[src/rtl/cpu_reset_ctrl.sv]
// Reset sequencer for the CPU core: holds reset until PLL lock, stretches it to a
// fixed pulse, accepts armed user requests outside a cooldown window and counts them.
module cpu_reset_ctrl #(
  parameter int RST_CYCLES      = 16,
  parameter int COOLDOWN_CYCLES = 1024,
  parameter int SYNC_STAGES     = 2
) (
  input  logic       clk,
  input  logic       rst_n,
  input  logic       pll_locked,
  input  logic       arm,
  input  logic       reset_req,
  output logic       cpu_rst,
  output logic       busy,
  output logic [7:0] reset_count
);

  localparam int MAX_CYCLES = (RST_CYCLES > COOLDOWN_CYCLES) ? RST_CYCLES : COOLDOWN_CYCLES;
  localparam int CW         = $clog2(MAX_CYCLES + 1);

  localparam logic [CW-1:0] RST_LOAD  = CW'(RST_CYCLES - 1);
  localparam logic [CW-1:0] COOL_LOAD = (COOLDOWN_CYCLES > 0) ? CW'(COOLDOWN_CYCLES - 1) : '0;
  localparam logic [CW-1:0] CNT_ZERO  = '0;
  localparam logic [CW-1:0] CNT_ONE   = CW'(1);

  typedef enum logic [1:0] {
    ST_WAIT_LOCK = 2'd0,
    ST_ASSERT    = 2'd1,
    ST_COOLDOWN  = 2'd2,
    ST_RUN       = 2'd3
  } state_e;

  logic [SYNC_STAGES-1:0] lock_sync_q;
  logic [SYNC_STAGES-1:0] arm_sync_q;
  logic                   lock_s;
  logic                   arm_s;

  state_e          state_q, state_d;
  logic [CW-1:0]   cnt_q, cnt_d;
  logic [7:0]      count_q, count_d;
  logic            cpu_rst_q;
  logic            busy_q;

  // Two-flop (or deeper) synchronizers for the asynchronous lock and arm inputs.
  always_ff @(posedge clk or negedge rst_n) begin
    if (!rst_n) begin
      lock_sync_q <= '0;
      arm_sync_q  <= '0;
    end else begin
      lock_sync_q <= {lock_sync_q[SYNC_STAGES-2:0], pll_locked};
      arm_sync_q  <= {arm_sync_q[SYNC_STAGES-2:0], arm};
    end
  end

  assign lock_s = lock_sync_q[SYNC_STAGES-1];
  assign arm_s  = arm_sync_q[SYNC_STAGES-1];

  // Next-state logic; lock loss outranks everything and discards the counter.
  always_comb begin
    state_d = state_q;
    cnt_d   = cnt_q;
    count_d = count_q;
    case (state_q)
      ST_WAIT_LOCK: begin
        if (lock_s) begin
          state_d = ST_ASSERT;
          cnt_d   = RST_LOAD;
        end else begin
          state_d = ST_WAIT_LOCK;
          cnt_d   = CNT_ZERO;
        end
      end
      ST_ASSERT: begin
        if (!lock_s) begin
          state_d = ST_WAIT_LOCK;
          cnt_d   = CNT_ZERO;
        end else if (cnt_q != CNT_ZERO) begin
          cnt_d = cnt_q - CNT_ONE;
        end else if (COOLDOWN_CYCLES > 0) begin
          state_d = ST_COOLDOWN;
          cnt_d   = COOL_LOAD;
        end else begin
          state_d = ST_RUN;
        end
      end
      ST_COOLDOWN: begin
        if (!lock_s) begin
          state_d = ST_WAIT_LOCK;
          cnt_d   = CNT_ZERO;
        end else if (cnt_q != CNT_ZERO) begin
          cnt_d = cnt_q - CNT_ONE;
        end else begin
          state_d = ST_RUN;
        end
      end
      ST_RUN: begin
        if (!lock_s) begin
          state_d = ST_WAIT_LOCK;
          cnt_d   = CNT_ZERO;
        end else if (reset_req && arm_s) begin
          state_d = ST_ASSERT;
          cnt_d   = RST_LOAD;
          if (count_q != 8'hFF) begin
            count_d = count_q + 8'd1;
          end else begin
            count_d = count_q;
          end
        end else begin
          state_d = ST_RUN;
        end
      end
      default: begin
        state_d = ST_WAIT_LOCK;
        cnt_d   = CNT_ZERO;
      end
    endcase
  end

  // State, counters and outputs; outputs decode the next state so they stay registered.
  always_ff @(posedge clk or negedge rst_n) begin
    if (!rst_n) begin
      state_q   <= ST_WAIT_LOCK;
      cnt_q     <= CNT_ZERO;
      count_q   <= 8'd0;
      cpu_rst_q <= 1'b1;
      busy_q    <= 1'b1;
    end else begin
      state_q   <= state_d;
      cnt_q     <= cnt_d;
      count_q   <= count_d;
      cpu_rst_q <= (state_d == ST_WAIT_LOCK) || (state_d == ST_ASSERT);
      busy_q    <= (state_d != ST_RUN);
    end
  end

  assign cpu_rst     = cpu_rst_q;
  assign busy        = busy_q;
  assign reset_count = count_q;

endmodule

[config.mk]
export PLATFORM = sky130hd
export DESIGN_NAME = cpu_reset_ctrl
export DESIGN_NICKNAME = d
export VERILOG_FILES = /design/src/rtl/cpu_reset_ctrl.sv
export SDC_FILE = /design/constraint.sdc
export NUM_CORES = 1
export LEC_CHECK = 0
export CAP_MARGIN = 15
export CORE_MARGIN = 2
export CORE_UTILIZATION = 45
export DETAILED_ROUTE_END_ITERATION = 10
export PLACE_DENSITY = 0.72
export SYNTH_ARGS = -nofsm -noshare
export SYNTH_HDL_FRONTEND = slang
export SYNTH_SLANG_ARGS = --single-unit
export TNS_END_PERCENT = 30
[constraint.sdc]
create_clock -name clk -period 2.8 [get_ports clk]
set_input_delay 0.42 -clock clk [delete_from_list [all_inputs] [get_ports clk]]
set_output_delay 0.42 -clock clk [all_outputs]
set_load 0.01 [all_outputs]
==> results.py, run 1 <==
metrics = {
    "clocking": {
        "clk_latency_ns": 0.32,
        "cts_root_buf": "clkbuf_4",
        "cts-buffers-inserted": 3,
        "cts.path.max_buffers": 2,
        "tritoncts": "built",
        "cts-htree-levels": 1,
        "cts_num_sinks": 27,
        "cts_hold_buf": 0,
        "clk_pin_slew_worst_paths_ns": 0.14,
        "cts_resized": 0,
        "post_cts_buffers": 0,
    },
    "sta": {
        "slew_headroom_pct": 60.06,
        "fmax_mhz": 399.3,
        "setup_viol": 0,
        "worst_pin_slew_ns": 0.5991,
        "period_needed_ns": 2.504,
        "drv_slew": 0,
        "min_period_over_period_pct": 89.44,
        "grt_setup_unrepaired": "no",
        "fin_setup_tns_ns": 0,
        "fin_skew_ns": 0.004966,
        "hold_viol": 0,
    },
    "hold_path": {
        "min_path_type": "flip-flop to flip-flop",
        "holdPathStages": 0,
        "hold_path_end": "lock_sync_q[1]",
        "hold_start": "lock_sync_q[0]",
    },
    "critical_path": {
        "crit_path_end_kind": "flip-flop",
        "r2r_cells": 7,
        "critPathKind": "flip-flop to flip-flop",
        "r2r_end": "cnt_q[6]",
        "cp.arrival_ns": 2.74,
        "cp.required_ns": 3.03,
        "crit_fanout": 18,
        "rrSetupSlack_ns": 0.30,
        "regToRegStartpoint": "cnt_q[0]",
        "start_kind": "flip-flop",
    },
    "global_route": {
        "grt.total_usage_pct": 17.08,
        "grt_max_degree": 28,
        "grt_pass1_vias": 1069,
        "grt_overflow": 0,
        "antenna_found_initial": 0,
        "grt_pass1_wl_um": 4857,
    },
    "yosys": {
        "synth-warning-count": 0,
        "synth_cells": 143,
        "synthTopCellsByArea": "dfrtp_1 (43%), ha_1 (6.0%), nand2_1 (4.1%)",
        "syn_nets": 155,
        "yosysTopAreaCell": "dfrtp_1",
        "ys_types": 43,
        "synth_top_area_share_pct": 42.55,
        "ys_ff_latch": 27,
        "avgSynthCellArea_um2": 10.28,
        "synth_area_um2": 1470,
        "synth_seq_area_share_pct": 46.13,
    },
    "cells_and_area": {
        "post-route-util_pct": 54.55,
        "final_cell_mix": "dfrtp_1 (25), nand2_1 (16), clkdlybuf4s50_1 (14)",
        "final_layout_size_suffix_gt1_share_pct": 10.00,
        "areaGrowthSynthToFinish_pct": 14.21,
        "layout.nets": 173,
        "diodes": 0,
        "fin_area_um2": 1679,
        "final_common_cell": "dfrtp_1",
    },
    "floorplanning": {
        "die_w_um": 61.16,
        "ios": 15,
        "start_util_pct": 47.76,
        "dieArea_um2": 3740,
        "core_area_um2": 3078,
        "die_h_um": 61.16,
        "rows": 20,
    },
    "detailed_routing": {
        "viasPerCell": 5.691,
        "wire_per_inst_um": 14.82,
        "vias": 1161,
        "wl_met2_um": 1481,
        "drc": 0,
        "ant_nets": 0,
        "top_layer_used": "met4",
        "first_iter_violations": 63,
        "m1WireLength_um": 1354,
        "wl_met3_um": 165,
        "firstDrtPassIters": 4,
        "finalWirelength_um": 3024,
    },
    "place": {
        "dpl.hpwl_um": 2145,
        "place_area_um2": 1653,
        "place.gp.congestion": 0.8804,
        "portBuffers": 14,
    },
    "power": {
        "ir_worst_vdd_v": 0.0003475,
        "power.leakage_nw": 0.7963,
        "power_density_nw_per_um2": 567.6,
    },
    "job": {
        "maxCapViolations": 0,
    },
    "outcome": {
        "status": "finished, final reports clean",
    },
}
==> synth_stat cells <==
cell	number
nor4b_4	1
clkbuf_1	1
buf_8	1
or4_1	2
o21ai_1	2
o311a_1	1
buf_2	1
o21ai_0	5
and3_1	3
or4_4	1
nor3_2	1
a21oi_1	11
a31o_1	1
a311oi_1	1
nor4_1	1
xnor2_1	4
nand2_1	16
or3_1	1
ha_1	7
nor3_1	5
a22o_1	2
nand2b_1	1
a211oi_1	1
nor2b_1	1
a2111oi_4	1
o22a_1	5
o22ai_1	1
inv_1	10
mux2_2	1
dfrtp_1	25
buf_6	1
a31oi_1	2
o211ai_1	4
xor2_1	3
o31ai_2	1
o21a_1	1
o31ai_1	1
nand4_1	4
or3b_2	2
dfstp_2	2
nor2_1	6
or2_1	1
o31a_1	1
==> worst max-delay path, cell delays in order, from the launching register on <==
cell and delay, ns:
dfrtp_1 0.47, inv_1 0.11, ha_1 0.17, or3b_2 0.49, nor4b_4 0.30, a31o_1 0.57, nor2_1 0.11, o22a_1 0.19
==> worst max-delay path by stage <==
| stage | start | slack (ns) | cells after the start | to |
|---|---|---|---|---|
| final | cnt_q[0] | 0.30 | 7 | cnt_q[6] |
| after CTS | cnt_q[0] | 0.31 | 7 | cnt_q[6] |
| after floorplan | cnt_q[0] | 0.60 | 9 | cnt_q[2] |
| after global routing | cnt_q[0] | 0.15 | 7 | cnt_q[6] |
| after detailed placement | cnt_q[0] | 0.33 | 7 | cnt_q[6] |
| after global placement | cnt_q[0] | 0.45 | 7 | cnt_q[6] |
==> metal layers <==
layer  global-route usage [%]  vias up
li1                         -      554
met1                    22.42      572
met2                    29.94       31
met3                    2.521        4
met4                    3.727        0
met5                        0        -
==> power breakdown <==
part | switching, mW | internal (mW) | total, mW
clock | 0.113 | 0.0558 | 0.169
combinational | 0.187 | 0.141 | 0.328
sequential | 0.0371 | 0.419 | 0.456
==> through the flow <==
step	instances	setup slack [ns]	hold slack (ns)	power, mW
after global placement	200	0.4484	0.3339	0.7724
after global routing	204	0.1465	0.3751	1.016
final	204	0.2957	0.3649	0.9531
after CTS	204	0.3143	0.3693	0.9568
after floorplan	143	0.6008	0.1244	0.7010
after detailed placement	200	0.3345	0.3356	0.7852
==> flip-flops by register name, summed over array words and instances (netlist names) <==
register / count
busy: 1
cpu_rst: 1
cnt_q: 11
arm_sync_q: 2
state_q: 2
reset_count: 8
lock_sync_q: 2
==> area by class of cell <==
type / instances / area (µm²)
Tap cell: 44 / 55.05
Timing Repair Buffer: 17 / 162.7
Multi-Input combinational cell: 102 / 719.4
Inverter: 10 / 37.54
Fill cell: 288 / 1399
Sequential cell: 27 / 678.2
Clock buffer: 4 / 26.28
==> cells by family (layout without fill, tap and decap cells) <==
logic type / after synthesis / after routing / share of synthesized area, %
buffers and inverters: 14 / 31 / 4.936
adders and majority gates: 7 / 7 / 5.957
xor gates and xnor gates: 7 / 7 / 4.170
muxes: 1 / 1 / 0.7659
DFF: 27 / 27 / 46.13
AOI/OAI and AO/OA: 41 / 41 / 20.34
and+or+nand+nor: 46 / 46 / 17.70
Power figures use the tool's default switching activity.
==> run 2: changes to the inputs <==
CTS_CLUSTER_SIZE = 20   (was not set)
==> results of run 2 <==
The final DEF is identical to that of run 1; final timing and power are the same.
==> run 3: changes to the inputs <==
CORE_ASPECT_RATIO = 0.8   (was not set)
==> run 3 against run 2 <==
Effect of this change: clock power up 28%; via count down 0.86%; power up 4.0%; design area up 0.82%; combinational power down 3%; setup slack better by 0.016 ns; non-clock buffer count unchanged; register-to-register slack better by 0.02 ns.
==> results.py, run 3 (same netlist as run 1, synthesis figures left out) <==
metrics = {
    "global_route": {
        "grt_max_degree": 28,
        "grt_overflow": 0,
        "grt_pass1_vias": 1126,
        "grt.total_usage_pct": 18.51,
        "antenna_found_initial": 0,
        "grt_pass1_wl_um": 5099,
    },
    "hold_path": {
        "holdPathStages": 0,
        "min_path_type": "flip-flop to flip-flop",
        "hold_start": "lock_sync_q[0]",
        "hold_path_end": "lock_sync_q[1]",
    },
    "detailed_routing": {
        "vias": 1151,
        "drc": 0,
        "finalWirelength_um": 2923,
        "wire_per_inst_um": 14.62,
        "firstDrtPassIters": 4,
        "ant_nets": 0,
        "first_iter_violations": 105,
        "viasPerCell": 5.755,
    },
    "floorplanning": {
        "rows": 18,
        "ios": 15,
        "die_h_um": 55.13,
        "dieArea_um2": 3743,
        "core_area_um2": 3108,
        "die_w_um": 67.91,
        "start_util_pct": 47.30,
    },
    "cells_and_area": {
        "largest_reg_flops": 11,
        "areaGrowthSynthToFinish_pct": 15.15,
        "multi_input_area_um2": 719.4,
        "instances_no_fill": 200,
        "fin_area_um2": 1693,
        "final_common_cell": "dfrtp_1",
        "final_cell_mix": "dfrtp_1 (25), nand2_1 (16), clkdlybuf4s50_1 (14)",
        "layout.nets": 173,
        "regArea_um2": 678.2,
        "top_register": "cnt_q",
        "nFillCells": 283,
        "diodes": 0,
        "final_layout_size_suffix_gt1_share_pct": 10.00,
    },
    "clocking": {
        "post_cts_buffers": 0,
        "cts-htree-levels": 1,
        "cts_hold_buf": 0,
        "cts-buffers-inserted": 3,
        "cts_root_buf": "clkbuf_8",
        "clk_latency_ns": 0.28,
        "cts.path.max_buffers": 2,
        "clk_pin_slew_worst_paths_ns": 0.08,
        "cts_resized": 0,
        "cts_num_sinks": 27,
        "tritoncts": "built",
    },
    "sta": {
        "fin_setup_tns_ns": 0,
        "fin_skew_ns": 0.01046,
        "period_needed_ns": 2.488,
        "hold_viol": 0,
        "slew_headroom_pct": 54.78,
        "min_period_over_period_pct": 88.87,
        "worst_pin_slew_ns": 0.6742,
        "setup_viol": 0,
        "whs_ns": 0.3603,
        "fmax_mhz": 401.9,
        "drv_slew": 0,
        "grt_setup_unrepaired": "no",
    },
    "power": {
        "power_density_nw_per_um2": 585.5,
        "clockPowerShare_pct": 21.9,
        "power_switching_uw": 334.9,
        "p_seq_share_pct": 46.0,
        "p_int_uw": 656.2,
        "power.leakage_nw": 0.8043,
        "ir_worst_vdd_v": 0.0002831,
        "p_sw_share_pct": 33.79,
        "combPwrFrac_pct": 32.1,
    },
    "critical_path": {
        "rrSetupSlack_ns": 0.31,
        "cp_slowest_cell": "or3b_2",
        "r2r_cells": 7,
        "critPathKind": "flip-flop to flip-flop",
        "crit_fanout": 9,
        "crit_path_end_kind": "flip-flop",
        "r2r_end": "cnt_q[2]",
        "crit_buf_inv": 1,
        "max_stage_delay_ns": 0.49,
        "cp.arrival_ns": 2.67,
        "cp_top_family": "simple AND/OR/NAND/NOR gates",
        "cp.required_ns": 2.98,
        "start_kind": "flip-flop",
        "path_cells": "inv_1 -> ha_1 -> or3b_2 -> nor4b_4 -> nand2_1 -> o311a_1 -> o31ai_2",
        "regToRegStartpoint": "cnt_q[0]",
    },
    "place": {
        "place.gp.congestion": 0.8960,
        "dp.cells": 196,
        "place_area_um2": 1648,
        "dpl.hpwl_um": 2218,
        "portBuffers": 14,
    },
    "job": {
        "maxCapViolations": 0,
    },
    "outcome": {
        "status": "finished, final reports clean",
    },
}
-- run 3: final cells by class --
cell class                      count  area share, %
Inverter                           10          2.217
Sequential cell                    27          40.06
Tap cell                           40          2.956
Timing Repair Buffer               17          9.608
Multi-Input combinational cell    102          42.50
Clock buffer                        4          2.661
-- run 3: worst max-delay path by stage --
stage	start	to	slack [ns]	cells after the start
after CTS	cnt_q[0]	cnt_q[8]	0.33	8
after global routing	cnt_q[0]	cnt_q[4]	0.16	7
after floorplan	cnt_q[0]	cnt_q[2]	0.60	9
after detailed placement	cnt_q[0]	cnt_q[7]	0.34	8
final	cnt_q[0]	cnt_q[2]	0.31	7
after global placement	cnt_q[0]	cnt_q[6]	0.43	8
-- run 3: metrics by stage --
step / power (mW) / util [%] / worst slack, ns
after global placement: 0.7679 / 53.02 / 0.4271
after global routing: 1.058 / 54.47 / 0.1618
after detailed placement: 0.7786 / 53.02 / 0.3359
final: 0.9912 / 54.47 / 0.3117
after floorplan: 0.7010 / - / 0.6008
after CTS: 0.9963 / 54.47 / 0.3252
-- run 3: worst reg2reg max path: cells and delay by family (launching register included) --
family	cells	cell delay [ns]
simple gates	3	1.29
flops	1	0.43
compound gates	2	0.40
fa+ha+maj	1	0.17
buf+inv	1	0.11
-- run 3: metal layers --
metal | vias up | wire length (µm) | part of all wire, % | GRT usage (%)
met5 | - | 0 | 0 | 0
met4 | 0 | 19 | 0.65 | 5.667
met3 | 2 | 192 | 6.6 | 4.251
met2 | 40 | 1341 | 46 | 30.72
met1 | 555 | 1371 | 47 | 24.39
li1 | 554 | - | - | -
-- run 3: power groups by stage --
stage	clock network, mW	logic, mW	registers (mW)
floorplan	0	0.249	0.452
global placement	0	0.307	0.461
detailed placement	0	0.316	0.463
CTS	0.224	0.318	0.455
global route	0.241	0.357	0.460
finish	0.217	0.318	0.456
